[config.mk]
export PLATFORM = sky130hd
export DESIGN_NAME = id0_align_flat
export DESIGN_NICKNAME = d
export VERILOG_FILES = /design/src/rtl/id0_align_if.sv /design/src/rtl/id0_align.sv /design/src/flat_wrapper.sv
export SDC_FILE = /design/constraint.sdc
export NUM_CORES = 1
export LEC_CHECK = 0
export ABC_CLOCK_PERIOD_IN_PS = 6070
export BUFFER_PORTS_ARGS = -buffer_cell sky130_fd_sc_hd__buf_2
export CORE_MARGIN = 1.5
export CORE_UTILIZATION = 58
export CTS_BUF_LIST = sky130_fd_sc_hd__clkbuf_8
export CTS_CLUSTER_SIZE = 14
export DETAILED_ROUTE_END_ITERATION = 7
export PLACE_DENSITY = 0.83
export SLEW_MARGIN = 20
export SYNTH_ARGS = -nofsm -noshare
export SYNTH_HDL_FRONTEND = slang
export SYNTH_SLANG_ARGS = --single-unit
[constraint.sdc]
create_clock -name clk -period 6.07 [get_ports clk]
set_clock_uncertainty 0.05 [all_clocks]
set_input_delay 0 -clock clk [delete_from_list [all_inputs] [get_ports clk]]
set_output_delay 0 -clock clk [all_outputs]
set_load 0.02 [all_outputs]
[src/rtl/id0_align_if.sv]
// Fetch-to-id0 handshake: one 32-bit-aligned fetch word per transfer.
interface id0_align_if;
  logic        fetch_valid;
  logic [31:0] fetch_data;
  logic [30:0] fetch_pc;
  logic        fetch_ready;

  modport master (output fetch_valid, fetch_data, fetch_pc, input fetch_ready);
  modport slave  (input fetch_valid, fetch_data, fetch_pc, output fetch_ready);
endinterface

[src/rtl/id0_align.sv]
// id0_align: realigns the mixed 16/32-bit fetch stream in a 3-halfword buffer,
// pre-decodes branch class / static prediction / rd / illegality, and registers
// one instruction per cycle into the d1 boundary consumed by id1.
module id0_align #(
  parameter int          BufHw   = 3,
  parameter logic [31:0] ResetPc = 32'h0000_0000
) (
  input  logic        clk,
  input  logic        rst_n,
  id0_align_if.slave  fetch_bus,
  input  logic        flush_in,
  input  logic        stall_d1,
  output logic        valid_d1,
  output logic        flush_d1,
  output logic [31:0] instr_d1,
  output logic [30:0] pc_d1,
  output logic        compressed_d1,
  output logic        br_d1,
  output logic        br_taken_d1,
  output logic        illegal_d1,
  output logic [4:0]  rd_addr_d1
);

  logic [15:0] hw_buf  [BufHw];
  logic [15:0] buf_nxt [BufHw];
  logic [1:0]  buf_cnt, cnt_left, cnt_nxt, head_len, take;
  logic [30:0] head_pc, pc_nxt;
  logic        head_comp, head_ok, issue, accept, ready;
  logic [31:0] cand;
  logic [7:0]  pd;

  // Returns {br, taken, illegal, rd[4:0]} for the head instruction.
  function automatic logic [7:0] pre_decode(input logic [31:0] ins, input logic comp);
    logic       br, tk, ill;
    logic [4:0] rd;
    logic [2:0] f3;
    br  = 1'b0;
    tk  = 1'b0;
    ill = 1'b0;
    rd  = 5'd0;
    f3  = ins[15:13];
    if (comp) begin
      ill = (ins[15:0] == 16'h0000);
      case (ins[1:0])
        2'b00: if (f3 == 3'b000 || f3 == 3'b010) rd = {2'b01, ins[4:2]};
        2'b01: begin
          case (f3)
            3'b000, 3'b010, 3'b011: rd = ins[11:7];
            3'b001: begin br = 1'b1; tk = 1'b1; rd = 5'd1; end  // c.jal links x1
            3'b100: rd = {2'b01, ins[9:7]};
            3'b101: begin br = 1'b1; tk = 1'b1; end
            3'b110, 3'b111: begin br = 1'b1; tk = ins[12]; end  // backward taken
            default: ;
          endcase
        end
        2'b10: begin
          if (f3 == 3'b000 || f3 == 3'b010) begin
            rd = ins[11:7];
          end else if (f3 == 3'b100) begin
            if (ins[6:2] != 5'd0) begin
              rd = ins[11:7];
            end else begin
              rd = {4'd0, ins[12]};
              if (ins[11:7] != 5'd0) begin  // c.jr / c.jalr
                br = 1'b1;
                tk = 1'b1;
              end
            end
          end
        end
        default: ;
      endcase
    end else begin
      ill = (ins[4:2] == 3'b111) || (ins == 32'hFFFF_FFFF);
      case (ins[6:0])
        7'b1100011: begin br = 1'b1; tk = ins[31]; end
        7'b1101111, 7'b1100111: begin br = 1'b1; tk = 1'b1; rd = ins[11:7]; end
        7'b0100011: rd = 5'd0;
        default: rd = ins[11:7];
      endcase
    end
    return {br, tk, ill, rd};
  endfunction

  assign ready = (buf_cnt <= 2'd1);
  assign fetch_bus.fetch_ready = ready;

  // Head completeness, consume/shift, enqueue and head-pc update.
  always_comb begin
    head_comp = (hw_buf[0][1:0] != 2'b11);
    head_len  = head_comp ? 2'd1 : 2'd2;
    head_ok   = (buf_cnt >= head_len);
    issue     = !stall_d1 && !flush_in && head_ok;
    take      = issue ? head_len : 2'd0;
    cnt_left  = buf_cnt - take;
    accept    = fetch_bus.fetch_valid && ready && !flush_in;
    cand      = head_comp ? {16'h0000, hw_buf[0]} : {hw_buf[1], hw_buf[0]};
    pd        = pre_decode(cand, head_comp);
    buf_nxt   = hw_buf;
    if (take == 2'd1) begin
      buf_nxt[0] = hw_buf[1];
      buf_nxt[1] = hw_buf[2];
    end else if (take == 2'd2) begin
      buf_nxt[0] = hw_buf[2];
    end
    cnt_nxt = cnt_left;
    pc_nxt  = head_pc + {29'd0, take};
    if (accept) begin
      if (cnt_left == 2'd0) pc_nxt = fetch_bus.fetch_pc;
      // fetch_pc[0] is pc[1]: only the upper halfword belongs to the stream
      if (fetch_bus.fetch_pc[0]) begin
        buf_nxt[cnt_left] = fetch_bus.fetch_data[31:16];
        cnt_nxt           = cnt_left + 2'd1;
      end else begin
        buf_nxt[cnt_left]        = fetch_bus.fetch_data[15:0];
        buf_nxt[cnt_left + 2'd1] = fetch_bus.fetch_data[31:16];
        cnt_nxt                  = cnt_left + 2'd2;
      end
    end
    if (flush_in) cnt_nxt = 2'd0;
  end

  // Buffer occupancy and head pc.
  always_ff @(posedge clk) begin
    if (!rst_n) begin
      buf_cnt <= 2'd0;
      head_pc <= ResetPc[31:1];
    end else begin
      buf_cnt <= cnt_nxt;
      head_pc <= pc_nxt;
    end
  end

  // Halfword storage; contents are qualified by buf_cnt.
  always_ff @(posedge clk) begin
    hw_buf <= buf_nxt;
  end

  // d1 boundary registers.
  always_ff @(posedge clk) begin
    if (!rst_n) begin
      valid_d1      <= 1'b0;
      flush_d1      <= 1'b0;
      instr_d1      <= 32'd0;
      pc_d1         <= 31'd0;
      compressed_d1 <= 1'b0;
      br_d1         <= 1'b0;
      br_taken_d1   <= 1'b0;
      illegal_d1    <= 1'b0;
      rd_addr_d1    <= 5'd0;
    end else begin
      flush_d1 <= flush_in;
      if (flush_in) begin
        valid_d1 <= 1'b0;
      end else if (!stall_d1) begin
        if (head_ok) begin
          valid_d1      <= 1'b1;
          instr_d1      <= cand;
          pc_d1         <= head_pc;
          compressed_d1 <= head_comp;
          br_d1         <= pd[7];
          br_taken_d1   <= pd[6];
          illegal_d1    <= pd[5];
          rd_addr_d1    <= pd[4:0];
        end else begin
          valid_d1 <= 1'b0;
        end
      end
    end
  end

endmodule

[src/flat_wrapper.sv]
// flat-port wrapper written by rule: the top's interface ports become plain ports
module id0_align_flat 
#(
  parameter int          BufHw   = 3,
  parameter logic [31:0] ResetPc = 32'h0000_0000
)
  (clk, rst_n, flush_in, stall_d1, valid_d1, flush_d1, instr_d1, pc_d1, compressed_d1, br_d1, br_taken_d1, illegal_d1, rd_addr_d1, fetch_bus_fetch_valid, fetch_bus_fetch_data, fetch_bus_fetch_pc, fetch_bus_fetch_ready);
  id0_align_if fetch_bus_i ();
  input  logic clk;
  input  logic rst_n;
  input  logic flush_in;
  input  logic stall_d1;
  output logic valid_d1;
  output logic flush_d1;
  output logic [31:0] instr_d1;
  output logic [30:0] pc_d1;
  output logic compressed_d1;
  output logic br_d1;
  output logic br_taken_d1;
  output logic illegal_d1;
  output logic [4:0] rd_addr_d1;
  input wire logic [$bits(fetch_bus_i.fetch_valid)-1:0] fetch_bus_fetch_valid;
  input wire logic [$bits(fetch_bus_i.fetch_data)-1:0] fetch_bus_fetch_data;
  input wire logic [$bits(fetch_bus_i.fetch_pc)-1:0] fetch_bus_fetch_pc;
  output wire logic [$bits(fetch_bus_i.fetch_ready)-1:0] fetch_bus_fetch_ready;
  assign fetch_bus_i.fetch_valid = fetch_bus_fetch_valid;
  assign fetch_bus_i.fetch_data = fetch_bus_fetch_data;
  assign fetch_bus_i.fetch_pc = fetch_bus_fetch_pc;
  assign fetch_bus_fetch_ready = fetch_bus_i.fetch_ready;
  id0_align #(.BufHw(BufHw), .ResetPc(ResetPc)) u_core (.clk(clk), .rst_n(rst_n), .fetch_bus(fetch_bus_i), .flush_in(flush_in), .stall_d1(stall_d1), .valid_d1(valid_d1), .flush_d1(flush_d1), .instr_d1(instr_d1), .pc_d1(pc_d1), .compressed_d1(compressed_d1), .br_d1(br_d1), .br_taken_d1(br_taken_d1), .illegal_d1(illegal_d1), .rd_addr_d1(rd_addr_d1));
endmodule
==> implementation parameters, run 1 <==
Parameter                              Value

Final layout
  Commonest cells after routing, fill and taps aside    sky130_fd_sc_hd__nand2_1, sky130_fd_sc_hd__buf_2, sky130_fd_sc_hd__dfxtp_1
  Most frequent standard cell in the layout excluding fill and tap cells    sky130_fd_sc_hd__nand2_1
  Final-stage net count    1212
  Area growth syn-to-layout    23.6%
  Layout fillers    981
  Total inserted antenna cells    0
  Non-filler instance count after layout    1318
  Fraction of final layout cells sized beyond drive strength 1    17.6%

CTS
  Clock Tree Buf Depth    2
  Clock latency reported for the late side of the worst-skew pair    0.47 ns
  CTS sink cnt    155
  Number of gates resized after CTS    0
  Post-CTS setup buffers    0
  CTS Buf Count    17
  Number of H-tree levels    4
  Hold buffer count at cts    84
  Clock slew seen by the registers of the worst setup and hold paths    0.08 ns
  Clock Tree Root    sky130_fd_sc_hd__clkbuf_8
  TritonCTS clock tree    yes

Synth
  Number of synthesized flops with an enable pin    16
  Fraction of synthesized area in multiplexers    2.02%
  Number of synthesized register bits    155
  Post-synth net total    1037
  Mean instance size in the synthesized netlist    8.32 µm²
  Synthesized-area fraction occupied by xor and xnor cells    3.53%
  Register area share after synthesis    41.1%
  Number of warnings issued by yosys    0
  Simple-gate portion of the synthesized area    19.4%
  Main synth FF type    sky130_fd_sc_hd__dfxtp_1
  Number of distinct library cells after synthesis    60
  Cell area after technology mapping    7940 µm²
  Syn Inst Count    954
  Post-synthesis compound-gate area fraction    26.4%
  Post-Synth Adder-Cell Area    2.46%
  Share of synthesized registers carrying an async set or reset    0%
  Dominant combinational cell family by area after synthesis    compound AO/OA/AOI/OAI gates

Timing
  Number of pins exceeding their max-slew limit in the final report    0
  Minimum setup slack in the final design    0.981 ns
  Tightest Pin Transition    1.11 ns
  Final setup fails    0
  RSZ-0062 raised after global routing    false
  Final critical path time including I/O delays and setup    5.09 ns
  Post-route setup TNS    0 ns
  Tcrit/Tclk final    83.8%
  Final hold vios    0
  Maximum achievable frequency    197 MHz
  Slew margin rel.    26.1%

Routing
  Pre-antenna DRT Iters    5
  DR vias    8020
  Remaining antenna violation count    0
  Starting DRC count in detailed routing    880
  Number of remaining DRC errors    0
  Post-detailed-route wirelength per cell    17.7 µm
  Vias per inst    6.08
  Total length of routed wires    23400 µm

Power
  Power per Cell Area    381 nW/µm²
  Standby leakage power    3.81 nW
  Worst ir drop on vdd    0.000224 V
  Switching Share    40.1%
  Switching power    1.50 mW
  Total power after layout    3.74 mW
  Register share of total power    41.4%
  Combinational fraction of design power    39.8%
  Fraction of power consumed by the clock network    18.8%
  Total internal power    2.24 mW

Floorplanning
  Chip width    120 µm
  Core region area    13300 µm²
  Y dimension of the die    120 µm
  Initial core utilization    59.7%
  I/O pin count    143
  Floorplan die area    14400 µm²
  Number of cell rows    42

Worst setup path
  CP Data Required Time    6.38 ns
  Critical path arrival    5.39 ns
  Worst flop-to-flop path startpoint    u_core.hw_buf[32]
  Crit path capture type    flop
  Capture instance of the worst register-to-register path    u_core.hw_buf[34]
  Critical Setup Path Class    flop to flop
  Setup crit start kind    flop
  Setup slack on the worst flop-to-flop path    0.98 ns
  Depth of the worst register-to-register path    16
  CP max FO    35

Hold path
  Hold Startpoint    fetch_bus_fetch_pc[0]
  Min-Delay Path Depth    3
  Worst Hold Endpoint    u_core.head_pc[0]
  Type of the tightest min-delay check    input pin to flop

GRT
  GR Layer Usage met3    7.65%
  Number of global-route vias before repair    7518
  Global Route met2 Usage    52.2%
  Pin count of the biggest net entering global routing    71
  Global-route wire length before repair    37500 µm
  Total GRT Usage    32.9%
  Met1 usage in global routing    43.3%
  Number of antenna violations at the first check in global routing    0
  GR Overflow Total    0
  GRT Max-Usage Layer    met2

Place
  Detailed Place HPWL    14300 µm
  Number of cells after detailed placement    1202
  Placer's final routability congestion estimate    0.879
  Number of I/O port buffers    142
  Worst-case setup slack after placement    1.48 ns

Job
  Max cap viols    0

Outcome
  Outcome    completed
-- metrics by stage --
step,utilization (%),area [µm²],hold WS [ns]
2_1_floorplan,-,7940,0.0691
3_3_place_gp,64.8,8620,0.192
6_report,73.8,9810,0.257
5_1_grt,73.8,9810,0.290
3_5_place_dp,64.8,8620,0.203
4_1_cts,73.8,9810,0.186
-- final cells by class --
| type | count | area (µm²) | share of cell area, % |
|---|---|---|---|
| well taps | 176 | 220 | 2.24 |
| repair buffers | 236 | 1630 | 16.6 |
| flip-flops and latches | 155 | 3260 | 33.3 |
| clock inverters | 15 | 114 | 1.16 |
| inverters | 18 | 67.6 | 0.689 |
| multi-input cells | 701 | 4280 | 43.7 |
| clock buffers | 17 | 234 | 2.39 |
-- per-layer routing --
metal,up-vias,part of all wire (%)
met5,-,0
met4,0,2.4
met3,47,9.2
met2,441,47
met1,3753,41
li1,3779,-
-- worst max-delay path by stage --
stage | from | cells past startpoint | to
2_1_floorplan | u_core.hw_buf[32] | 13 | flop
3_3_place_gp | u_core.hw_buf[32] | 15 | u_core.hw_buf[31]
3_5_place_dp | u_core.hw_buf[32] | 12 | flop
4_1_cts | u_core.hw_buf[32] | 16 | u_core.hw_buf[46]
5_1_grt | u_core.hw_buf[32] | 16 | u_core.hw_buf[34]
6_report | u_core.hw_buf[32] | 16 | u_core.hw_buf[34]
-- critical path: stages (launching register included) --
cell                            delay, ns
sky130_fd_sc_hd__dfxtp_1             0.44
sky130_fd_sc_hd__ha_1                0.22
sky130_fd_sc_hd__inv_1               0.11
sky130_fd_sc_hd__ha_1                0.29
sky130_fd_sc_hd__or3b_1              0.43
sky130_fd_sc_hd__nand4_2             0.41
sky130_fd_sc_hd__inv_2               0.29
sky130_fd_sc_hd__ha_1                0.28
sky130_fd_sc_hd__xnor2_1             0.14
sky130_fd_sc_hd__xnor2_1             0.34
sky130_fd_sc_hd__ha_1                0.22
sky130_fd_sc_hd__buf_4               0.35
sky130_fd_sc_hd__and2_1              0.21
sky130_fd_sc_hd__buf_4               0.29
sky130_fd_sc_hd__a211oi_1            0.09
sky130_fd_sc_hd__o22a_1              0.24
sky130_fd_sc_hd__dlygate4sd3_1       0.57
-- synthesized netlist by cell type (4+ instances only) --
library cell	count	area share, %
sky130_fd_sc_hd__nor2_1	38	1.8
sky130_fd_sc_hd__edfxtp_1	16	6.1
sky130_fd_sc_hd__mux2i_1	16	2.0
sky130_fd_sc_hd__nand2_1	187	8.8
sky130_fd_sc_hd__o21ai_0	42	2.6
sky130_fd_sc_hd__o22a_1	17	1.9
sky130_fd_sc_hd__nor3_1	11	0.69
sky130_fd_sc_hd__ha_1	14	2.2
sky130_fd_sc_hd__a211oi_1	21	2.0
sky130_fd_sc_hd__and2_1	6	0.47
sky130_fd_sc_hd__a21boi_0	53	5.0
sky130_fd_sc_hd__a21oi_1	72	4.5
sky130_fd_sc_hd__o21ai_1	8	0.50
sky130_fd_sc_hd__nand3_1	36	2.3
sky130_fd_sc_hd__nand3b_1	4	0.38
sky130_fd_sc_hd__a221oi_1	17	1.9
sky130_fd_sc_hd__dfxtp_1	139	35
sky130_fd_sc_hd__nor4_2	7	1.1
sky130_fd_sc_hd__o22ai_1	33	2.6
sky130_fd_sc_hd__xor2_1	6	0.66
sky130_fd_sc_hd__xnor2_1	26	2.9
sky130_fd_sc_hd__a22o_1	31	3.4
sky130_fd_sc_hd__and4_1	5	0.55
sky130_fd_sc_hd__clkbuf_1	58	2.7
sky130_fd_sc_hd__nor2b_1	4	0.32
sky130_fd_sc_hd__nand2b_1	6	0.47
sky130_fd_sc_hd__buf_2	17	1.1
sky130_fd_sc_hd__a31oi_1	9	0.71
sky130_fd_sc_hd__inv_1	17	0.80
-- power by group through the flow --
| stage | registers, mW | logic (mW) | clock network [mW] |
|---|---|---|---|
| finish | 1.55 | 1.49 | 0.702 |
| floorplan | 1.47 | 1.03 | 0 |
| global placement | 1.54 | 1.27 | 0 |
| CTS | 1.53 | 1.44 | 0.711 |
| detailed placement | 1.55 | 1.30 | 0 |
| global route | 1.56 | 1.64 | 0.746 |
-- cell families (layout without fill, tap and decap cells) --
family	Yosys count	count (layout)
DFF	155	155
adders and majority gates	15	15
buffers and inverters	98	286
and+or+nand+nor	324	324
muxes	16	16
AOI/OAI and AO/OA	314	314
xor gates and xnor gates	32	32
Power figures use the tool's default switching activity.
==> run 2, diff against run 1 <==
--- a/config.mk
+++ b/config.mk
@@ -5,10 +5,11 @@
 export SDC_FILE = /design/constraint.sdc
 export NUM_CORES = 1
 export LEC_CHECK = 0
-export ABC_CLOCK_PERIOD_IN_PS = 6070
+export ABC_AREA = 1
+export ABC_CLOCK_PERIOD_IN_PS = 4900
 export BUFFER_PORTS_ARGS = -buffer_cell sky130_fd_sc_hd__buf_2
 export CORE_MARGIN = 1.5
-export CORE_UTILIZATION = 58
+export CORE_UTILIZATION = 59
 export CTS_BUF_LIST = sky130_fd_sc_hd__clkbuf_8
 export CTS_CLUSTER_SIZE = 14
 export DETAILED_ROUTE_END_ITERATION = 7
==> constraint.sdc (replaced) <==
create_clock -name clk -period 4.9 [get_ports clk]
set_clock_uncertainty 0.05 [all_clocks]
set_input_delay 0 -clock clk [delete_from_list [all_inputs] [get_ports clk]]
set_output_delay 0 -clock clk [all_outputs]
set_load 0.02 [all_outputs]
==> implementation parameters, run 2 <==
Parameter                              Value

Power
  Worst ir drop on vdd    0.000252 V (+13%)
  Switching Share    41.5% (+1.4 points)
  Power per Cell Area    444 nW/µm² (+17%)
  Total internal power    2.73 mW (+22%)
  Standby leakage power    5.04 nW (+33%)
  Fraction of power consumed by the clock network    21.1% (+2.3 points)
  Switching power    1.94 mW (+29%)
  Combinational fraction of design power    39.0% (-0.8 points)
  Register share of total power    39.9% (-1.5 points)

Final layout
  Fraction of final layout cells sized beyond drive strength 1    15.6% (-2.0 points)
  Layout fillers    1130 (+15%)
  Total inserted antenna cells    0 (unchanged)
  Area growth syn-to-layout    23.1%
  Final-stage net count    1538 (+27%)
  Most frequent standard cell in the layout excluding fill and tap cells    sky130_fd_sc_hd__nand2_1
  Commonest cells after routing, fill and taps aside    sky130_fd_sc_hd__nand2_1, sky130_fd_sc_hd__o21ai_0, sky130_fd_sc_hd__buf_2
  Non-filler instance count after layout    1648 (+25%)
  Footprint of the multi-input gates    4410 µm² (+2.9%)
  FF+latch area    3260 µm² (unchanged)

GRT
  Global-route wire length before repair    41800 µm (+11%)
  Number of antenna violations at the first check in global routing    0 (unchanged)
  Pin count of the biggest net entering global routing    86 (+21%)
  Total GRT Usage    35.2% (+2.3 points)
  Number of global-route vias before repair    8509 (+13%)
  GR Overflow Total    0 (unchanged)

Timing
  RSZ-0062 raised after global routing    false
  Tcrit/Tclk final    93.2% (+9.4 points)
  Post-route setup TNS    0 ns (unchanged)
  Number of pins exceeding their max-slew limit in the final report    0 (unchanged)
  Final critical path time including I/O delays and setup    4.57 ns (-0.520 ns)
  Final setup fails    0 (unchanged)
  Tightest Pin Transition    0.839 ns (-0.270 ns)
  Final hold vios    0 (unchanged)
  Maximum achievable frequency    219 MHz (+11%)
  Slew margin rel.    44.0% (+18 points)
  Post-route worst hold slack    0.121 ns (-0.136 ns)

Worst setup path
  CP max FO    34 (-2.9%)
  CP Data Required Time    5.06 ns (-1.32 ns)
  Setup crit start kind    flop
  Critical path arrival    4.73 ns (-0.66 ns)
  Cell mode on critical path    sky130_fd_sc_hd__inv_1
  Slowest Stage Delay on Critical Path    0.63 ns (+0.06 ns)
  Worst-path cell chain    ha_2 -> inv_1 -> ha_1 -> o21ai_1 -> nand2_1 -> nand3_1 -> buf_4 -> inv_1 -> ha_1 -> xor2_1 -> inv_1 -> nand2_1 -> nand2_1 -> inv_1 -> ha_1 -> buf_6 -> clkinvlp_4 -> buf_4 -> a31oi_1 -> o21ai_0 -> dlygate4sd3_1
  Setup crit start    u_core.hw_buf[32]
  Slowest CP cell    sky130_fd_sc_hd__dlygate4sd3_1
  Setup slack on the worst flop-to-flop path    0.33 ns (-0.65 ns)
  Worst flop-to-flop path startpoint    u_core.hw_buf[32]
  Critical Setup Path Class    flop to flop
  Depth of the worst register-to-register path    21 (+5)
  Crit path capture type    flop

Synth
  Syn Inst Count    1272 (+33%)
  Number of warnings issued by yosys    0 (unchanged)
  Share of Yosys cell area claimed by the top area cell type    32.6% (-2.5 points)
  Cell area after technology mapping    8530 µm² (+7.6%)
  Number of synthesized flops with an enable pin    16 (unchanged)
  Share of synthesized registers carrying an async set or reset    0% (unchanged)
  Ranking of synthesized cells by instance count    sky130_fd_sc_hd__nand2_1, sky130_fd_sc_hd__o21ai_0, sky130_fd_sc_hd__dfxtp_1
  Cell type with the largest total area after synthesis    sky130_fd_sc_hd__dfxtp_1
  Main synth FF type    sky130_fd_sc_hd__dfxtp_1
  Register area share after synthesis    38.2% (-2.9 points)
  Number of synthesized register bits    155 (unchanged)
  Mean instance size in the synthesized netlist    6.71 µm² (-19%)
  Number of distinct library cells after synthesis    37 (-38%)
  Post-synth net total    1355 (+31%)
  Most instantiated library cell after synthesis    sky130_fd_sc_hd__nand2_1
  Biggest area contributors in the synthesized netlist    sky130_fd_sc_hd__dfxtp_1, sky130_fd_sc_hd__nand2_1, sky130_fd_sc_hd__o21ai_0

CTS
  Clock latency reported for the late side of the worst-skew pair    0.46 ns (about the same)
  Clock slew seen by the registers of the worst setup and hold paths    0.08 ns (about the same)
  TritonCTS clock tree    yes
  CTS Buf Count    17 (unchanged)
  CTS sink cnt    155 (unchanged)
  Clock Tree Buf Depth    2 (unchanged)
  Number of H-tree levels    4 (unchanged)
  Clock Tree Root    sky130_fd_sc_hd__clkbuf_8

Place
  Placer's final routability congestion estimate    0.970 (+10%)
  Number of I/O port buffers    142 (unchanged)
  Number of cells after detailed placement    1533 (+28%)
  Detailed Place HPWL    16900 µm (+18%)

Routing
  Post-detailed-route wirelength per cell    15.9 µm (-10%)
  DR vias    9388 (+17%)
  Pre-antenna DRT Iters    6 (+1)
  Vias per inst    5.70 (-6.4%)
  Total length of routed wires    26300 µm (+12%)
  Starting DRC count in detailed routing    986 (+12%)
  Number of remaining DRC errors    0 (unchanged)
  Remaining antenna violation count    0 (unchanged)

Outcome
  Outcome    completed

Job
  Max cap viols    0 (unchanged)

Floorplanning
  Floorplan die area    15200 µm² (+5.6%)
  I/O pin count    143 (unchanged)
  Initial core utilization    61.0% (+1.3 points)
  Core region area    14000 µm² (+5.2%)
  Number of cell rows    43 (+2.4%)
  Y dimension of the die    123 µm (+2.8%)
  Chip width    123 µm (+2.8%)

Hold path
  Type of the tightest min-delay check    input pin to flop
-- run 2: per-stage QoR --
| step | utilization, % | area, µm² | worst slack [ns] | power (mW) |
|---|---|---|---|---|
| after floorplan | - | 8530 | 0.868 | 3.02 |
| after global placement | 66.2 | 9260 | 0.907 | 3.49 |
| after detailed placement | 66.2 | 9260 | 0.688 | 3.53 |
| after CTS | 74.8 | 10500 | 0.160 | 4.59 |
| after global routing | 75.1 | 10500 | 0.0389 | 4.98 |
| final | 75.1 | 10500 | 0.332 | 4.67 |
-- run 2: cells by family (layout without fill, tap and decap cells) --
group | after synthesis | after routing | synth area share, %
adders and majority gates | 15 | 15 | 2.29
and+or+nand+nor | 565 | 565 | 28.2
AOI/OAI and AO/OA | 307 | 307 | 20.1
buffers and inverters | 220 | 416 | 10.1
DFF | 155 | 155 | 38.2
xor gates and xnor gates | 10 | 10 | 1.03
-- run 2: area by class of cell --
type	count	share of cell area, %
sequential	155	31.1
timing repair buffer	241	15.8
inverter	143	5.15
multi-input combinational	897	42.0
clock buffer	21	2.75
tap	180	2.14
clock inverter	11	1.10
-- run 2: worst max-delay path, delay by kind of cell (launching register included) --
family	cells	cell delay, ns
DFF	1	0.42
and+or+nand+nor	4	0.39
AOI/OAI and AO/OA	3	0.41
buffers and inverters	9	1.89
xor gates and xnor gates	1	0.21
adders and majority gates	4	0.92
-- run 2: repair_timing --
action,CTS,global route
hold buffers,80,0
endpoints found under the setup margin,0,16
endpoints found under the hold margin,82,0
buffers inserted,0,3
gates resized for setup,0,3
-- run 2: power by group through the flow --
| stage | Clock, mW | Sequential, mW | Combinational [mW] |
|---|---|---|---|
| after global routing | 1.05 | 1.89 | 2.04 |
| after floorplan | 0 | 1.89 | 1.14 |
| after global placement | 0 | 1.87 | 1.62 |
| final | 0.985 | 1.86 | 1.82 |
| after detailed placement | 0 | 1.87 | 1.66 |
| after CTS | 0.992 | 1.85 | 1.75 |
-- run 2: worst min path at each step --
stage | slack, ns | endpoint | start | cells past startpoint
3_3_place_gp | 0.20 | u_core.head_pc[11] | fetch_bus_fetch_pc[11] | 3
6_report | 0.12 | u_core.flush_d1 | rst_n | 4
4_1_cts | 0.1 | u_core.flush_d1 | rst_n | 4
5_1_grt | 0.15 | u_core.flush_d1 | rst_n | 4
2_1_floorplan | 0.04 | u_core.flush_d1 | flush_in | 2
3_5_place_dp | 0.20 | u_core.head_pc[13] | fetch_bus_fetch_pc[13] | 3
-- run 2: layer usage --
metal	GRT usage [%]	vias to the layer above	wire, µm
met3	7.66	74	2720
met4	14.7	0	812
li1	-	4564	-
met2	57.6	557	12200
met1	44.9	4193	10600
met5	0	-	0
==> run 3, diff against run 2 <==
--- a/config.mk
+++ b/config.mk
@@ -6,14 +6,14 @@
 export NUM_CORES = 1
 export LEC_CHECK = 0
 export ABC_AREA = 1
-export ABC_CLOCK_PERIOD_IN_PS = 4900
+export ABC_CLOCK_PERIOD_IN_PS = 5300
 export BUFFER_PORTS_ARGS = -buffer_cell sky130_fd_sc_hd__buf_2
 export CORE_MARGIN = 1.5
-export CORE_UTILIZATION = 59
+export CORE_UTILIZATION = 63
 export CTS_BUF_LIST = sky130_fd_sc_hd__clkbuf_8
 export CTS_CLUSTER_SIZE = 14
 export DETAILED_ROUTE_END_ITERATION = 7
-export PLACE_DENSITY = 0.83
+export PLACE_DENSITY = 0.88
 export SLEW_MARGIN = 20
 export SYNTH_ARGS = -nofsm -noshare
 export SYNTH_HDL_FRONTEND = slang
==> constraint.sdc (replaced) <==
create_clock -name clk -period 5.3 [get_ports clk]
set_clock_uncertainty 0.05 [all_clocks]
set_input_delay 0 -clock clk [delete_from_list [all_inputs] [get_ports clk]]
set_output_delay 0 -clock clk [all_outputs]
set_load 0.02 [all_outputs]
==> implementation parameters, run 3 (synthesis results as in run 2) <==
Parameter                              Value

Outcome
  Outcome    completed

Place
  Detailed Place HPWL    17200 µm (+1.9%)
  Number of I/O port buffers    142 (unchanged)
  Number of cells after detailed placement    1527 (-0.39%)
  Worst-case setup slack after placement    0.841 ns (+0.153 ns)
  Placer's final routability congestion estimate    0.988 (+1.9%)

Hold path
  Type of the tightest min-delay check    input pin to flop
  Worst Hold Endpoint    u_core.flush_d1
  Min-Delay Path Depth    4 (unchanged)
  Hold Startpoint    rst_n

Routing
  Vias per inst    5.88 (+3.2%)
  Remaining antenna violation count    0 (unchanged)
  Starting DRC count in detailed routing    1237 (+25%)
  Number of remaining DRC errors    0 (unchanged)
  DR vias    9643 (+2.7%)
  Pre-antenna DRT Iters    6 (unchanged)
  Post-detailed-route wirelength per cell    16.7 µm (+5.0%)
  Total length of routed wires    27400 µm (+4.4%)

Timing
  RSZ-0062 raised after global routing    false
  Post-route setup TNS    0 ns (unchanged)
  Final critical path time including I/O delays and setup    5.04 ns (+0.468 ns)
  Post-route worst hold slack    0.138 ns (+0.0166 ns)
  Maximum achievable frequency    199 MHz (-9.3%)
  Minimum setup slack in the final design    0.263 ns (-0.0682 ns)
  Tcrit/Tclk final    95.0% (+1.8 points)
  Slew margin rel.    21.9% (-22 points)
  Final setup fails    0 (unchanged)
  Final hold vios    0 (unchanged)
  Number of pins exceeding their max-slew limit in the final report    0 (unchanged)
  Tightest Pin Transition    1.17 ns (+0.333 ns)

Power
  Total internal power    2.64 mW (-3.3%)
  Switching Share    40.9% (-0.60 points)
  Combinational fraction of design power    38.1% (-0.9 points)
  Register share of total power    38.7% (-1.2 points)
  Worst ir drop on vdd    0.000274 V (+8.5%)
  Switching power    1.83 mW (-5.7%)
  Standby leakage power    5.05 nW (about the same)
  Power per Cell Area    424 nW/µm² (-4.7%)
  Fraction of power consumed by the clock network    23.1% (+2.0 points)

Floorplanning
  Y dimension of the die    119 µm (-3.1%)
  Floorplan die area    14300 µm² (-6.2%)
  Core region area    13200 µm² (-5.3%)
  Chip width    119 µm (-3.1%)
  Number of cell rows    42 (-2.3%)
  I/O pin count    143 (unchanged)
  Initial core utilization    64.4% (+3.4 points)

GRT
  Global-route wire length before repair    43700 µm (+4.6%)
  GR Overflow Total    0 (unchanged)
  Number of antenna violations at the first check in global routing    0 (unchanged)
  Number of global-route vias before repair    8936 (+5.0%)
  Pin count of the biggest net entering global routing    86 (unchanged)
  Total GRT Usage    38.5% (+3.4 points)

Final layout
  Commonest cells after routing, fill and taps aside    sky130_fd_sc_hd__nand2_1, sky130_fd_sc_hd__o21ai_0, sky130_fd_sc_hd__buf_2
  Area growth syn-to-layout    23.5%
  Layout fillers    966 (-15%)
  Final cell utilization of the core    79.6% (+4.5 points)
  Most frequent standard cell in the layout excluding fill and tap cells    sky130_fd_sc_hd__nand2_1
  Final-stage net count    1534 (-0.26%)
  FF+latch area    3260 µm² (unchanged)
  Footprint of the multi-input gates    4420 µm² (+0.17%)
  Fraction of final layout cells sized beyond drive strength 1    15.4% (-0.23 points)
  Total inserted antenna cells    0 (unchanged)
  Non-filler instance count after layout    1640 (-0.49%)

CTS
  Clock Tree Buf Depth    2 (unchanged)
  Number of H-tree levels    4 (unchanged)
  Clock latency reported for the late side of the worst-skew pair    0.46 ns (about the same)
  CTS Buf Count    17 (unchanged)
  CTS sink cnt    155 (unchanged)
  Post-CTS setup buffers    0 (unchanged)
  Clock Tree Root    sky130_fd_sc_hd__clkbuf_8
  TritonCTS clock tree    yes
  Clock slew seen by the registers of the worst setup and hold paths    0.09 ns (about the same)

Worst setup path
  Capture instance of the worst register-to-register path    u_core.hw_buf[35]
  Depth of the worst register-to-register path    20 (-4.8%)
  Critical path arrival    5.39 ns (+0.66 ns)
  Setup crit start kind    flop
  Setup slack on the worst flop-to-flop path    0.26 ns (-0.07 ns)
  Critical Setup Path Class    flop to flop
  Crit path capture type    flop
  CP Data Required Time    5.66 ns (+0.60 ns)
  Worst flop-to-flop path startpoint    u_core.hw_buf[33]
  CP max FO    32 (-5.9%)

Job
  Max cap viols    0 (unchanged)
## run 3: cell types whose count changed in the layout (fill, tap and decap cells not counted), moves of 2 or more
cell / before / now
sky130_fd_sc_hd__buf_4: 19 / 12
sky130_fd_sc_hd__bufinv_16: 2 / 5
sky130_fd_sc_hd__clkbuf_8: 21 / 19
sky130_fd_sc_hd__clkinvlp_4: 1 / 3
sky130_fd_sc_hd__inv_4: 3 / 1
## run 3: timing repair
item,CTS,global route
resized for setup,0,5
setup endpoints to repair,0,16
endpoints found under the hold margin,82,0
hold buffers,81,0
## run 3: area by class of cell
| cell class | count | share of cell area, % |
|---|---|---|
| multi-input cells | 897 | 41.9 |
| flip-flops and latches | 155 | 30.9 |
| repair buffers | 237 | 15.6 |
| inverters | 143 | 5.13 |
| clock buffers | 19 | 2.48 |
| well taps | 176 | 2.09 |
| clock inverters | 13 | 1.87 |
## run 3: power groups by stage
stage | Clock (mW) | Combinational (mW) | Sequential [mW]
after detailed placement | 0 | 1.53 | 1.74
after floorplan | 0 | 1.05 | 1.74
final | 1.03 | 1.70 | 1.73
after CTS | 1.03 | 1.63 | 1.71
after global routing | 1.08 | 1.88 | 1.75
after global placement | 0 | 1.50 | 1.73
## run 3: stage by stage
step	power [mW]	area [µm²]
after floorplan	2.80	8530
after global placement	3.23	9260
after detailed placement	3.27	9260
after CTS	4.37	10500
after global routing	4.71	10500
final	4.47	10500
## run 3: worst max-delay path by stage
stage                     cells past startpoint               from           endpoint  slack, ns
after floorplan                              18  u_core.hw_buf[32]               flop       1.27
after global placement                       18  u_core.hw_buf[32]               flop       1.12
after detailed placement                     18  u_core.hw_buf[33]               flop       0.84
after CTS                                    20  u_core.hw_buf[33]  u_core.hw_buf[35]       0.23
after global routing                         22  u_core.hw_buf[32]  u_core.hw_buf[35]     0.0004
final                                        20  u_core.hw_buf[33]  u_core.hw_buf[35]       0.26
## run 3: worst max-delay path, stage by stage, from the launching register on
cell and delay (ns):
sky130_fd_sc_hd__dfxtp_1 0.42, sky130_fd_sc_hd__ha_2 0.27, sky130_fd_sc_hd__inv_1 0.11, sky130_fd_sc_hd__ha_1 0.28
sky130_fd_sc_hd__o21ai_1 0.13, sky130_fd_sc_hd__nand2_1 0.12, sky130_fd_sc_hd__nand3_1 0.11, sky130_fd_sc_hd__buf_4 0.28
sky130_fd_sc_hd__inv_1 0.11, sky130_fd_sc_hd__ha_1 0.21, sky130_fd_sc_hd__xor2_1 0.17, sky130_fd_sc_hd__inv_1 0.06
sky130_fd_sc_hd__nand2_1 0.05, sky130_fd_sc_hd__nand2_1 0.15, sky130_fd_sc_hd__ha_1 0.22, sky130_fd_sc_hd__clkinvlp_4 0.54
sky130_fd_sc_hd__nand3_2 0.24, sky130_fd_sc_hd__o21ai_0 0.10, sky130_fd_sc_hd__dlygate4sd3_1 0.60, sky130_fd_sc_hd__o31ai_1 0.17
sky130_fd_sc_hd__dlygate4sd3_1 0.59
## run 3: metal layers
metal	track usage [%]	wire length [µm]
met4	16.1	1060
met5	0	0
met3	7.71	2530
met2	67.2	13300
met1	46.3	10500
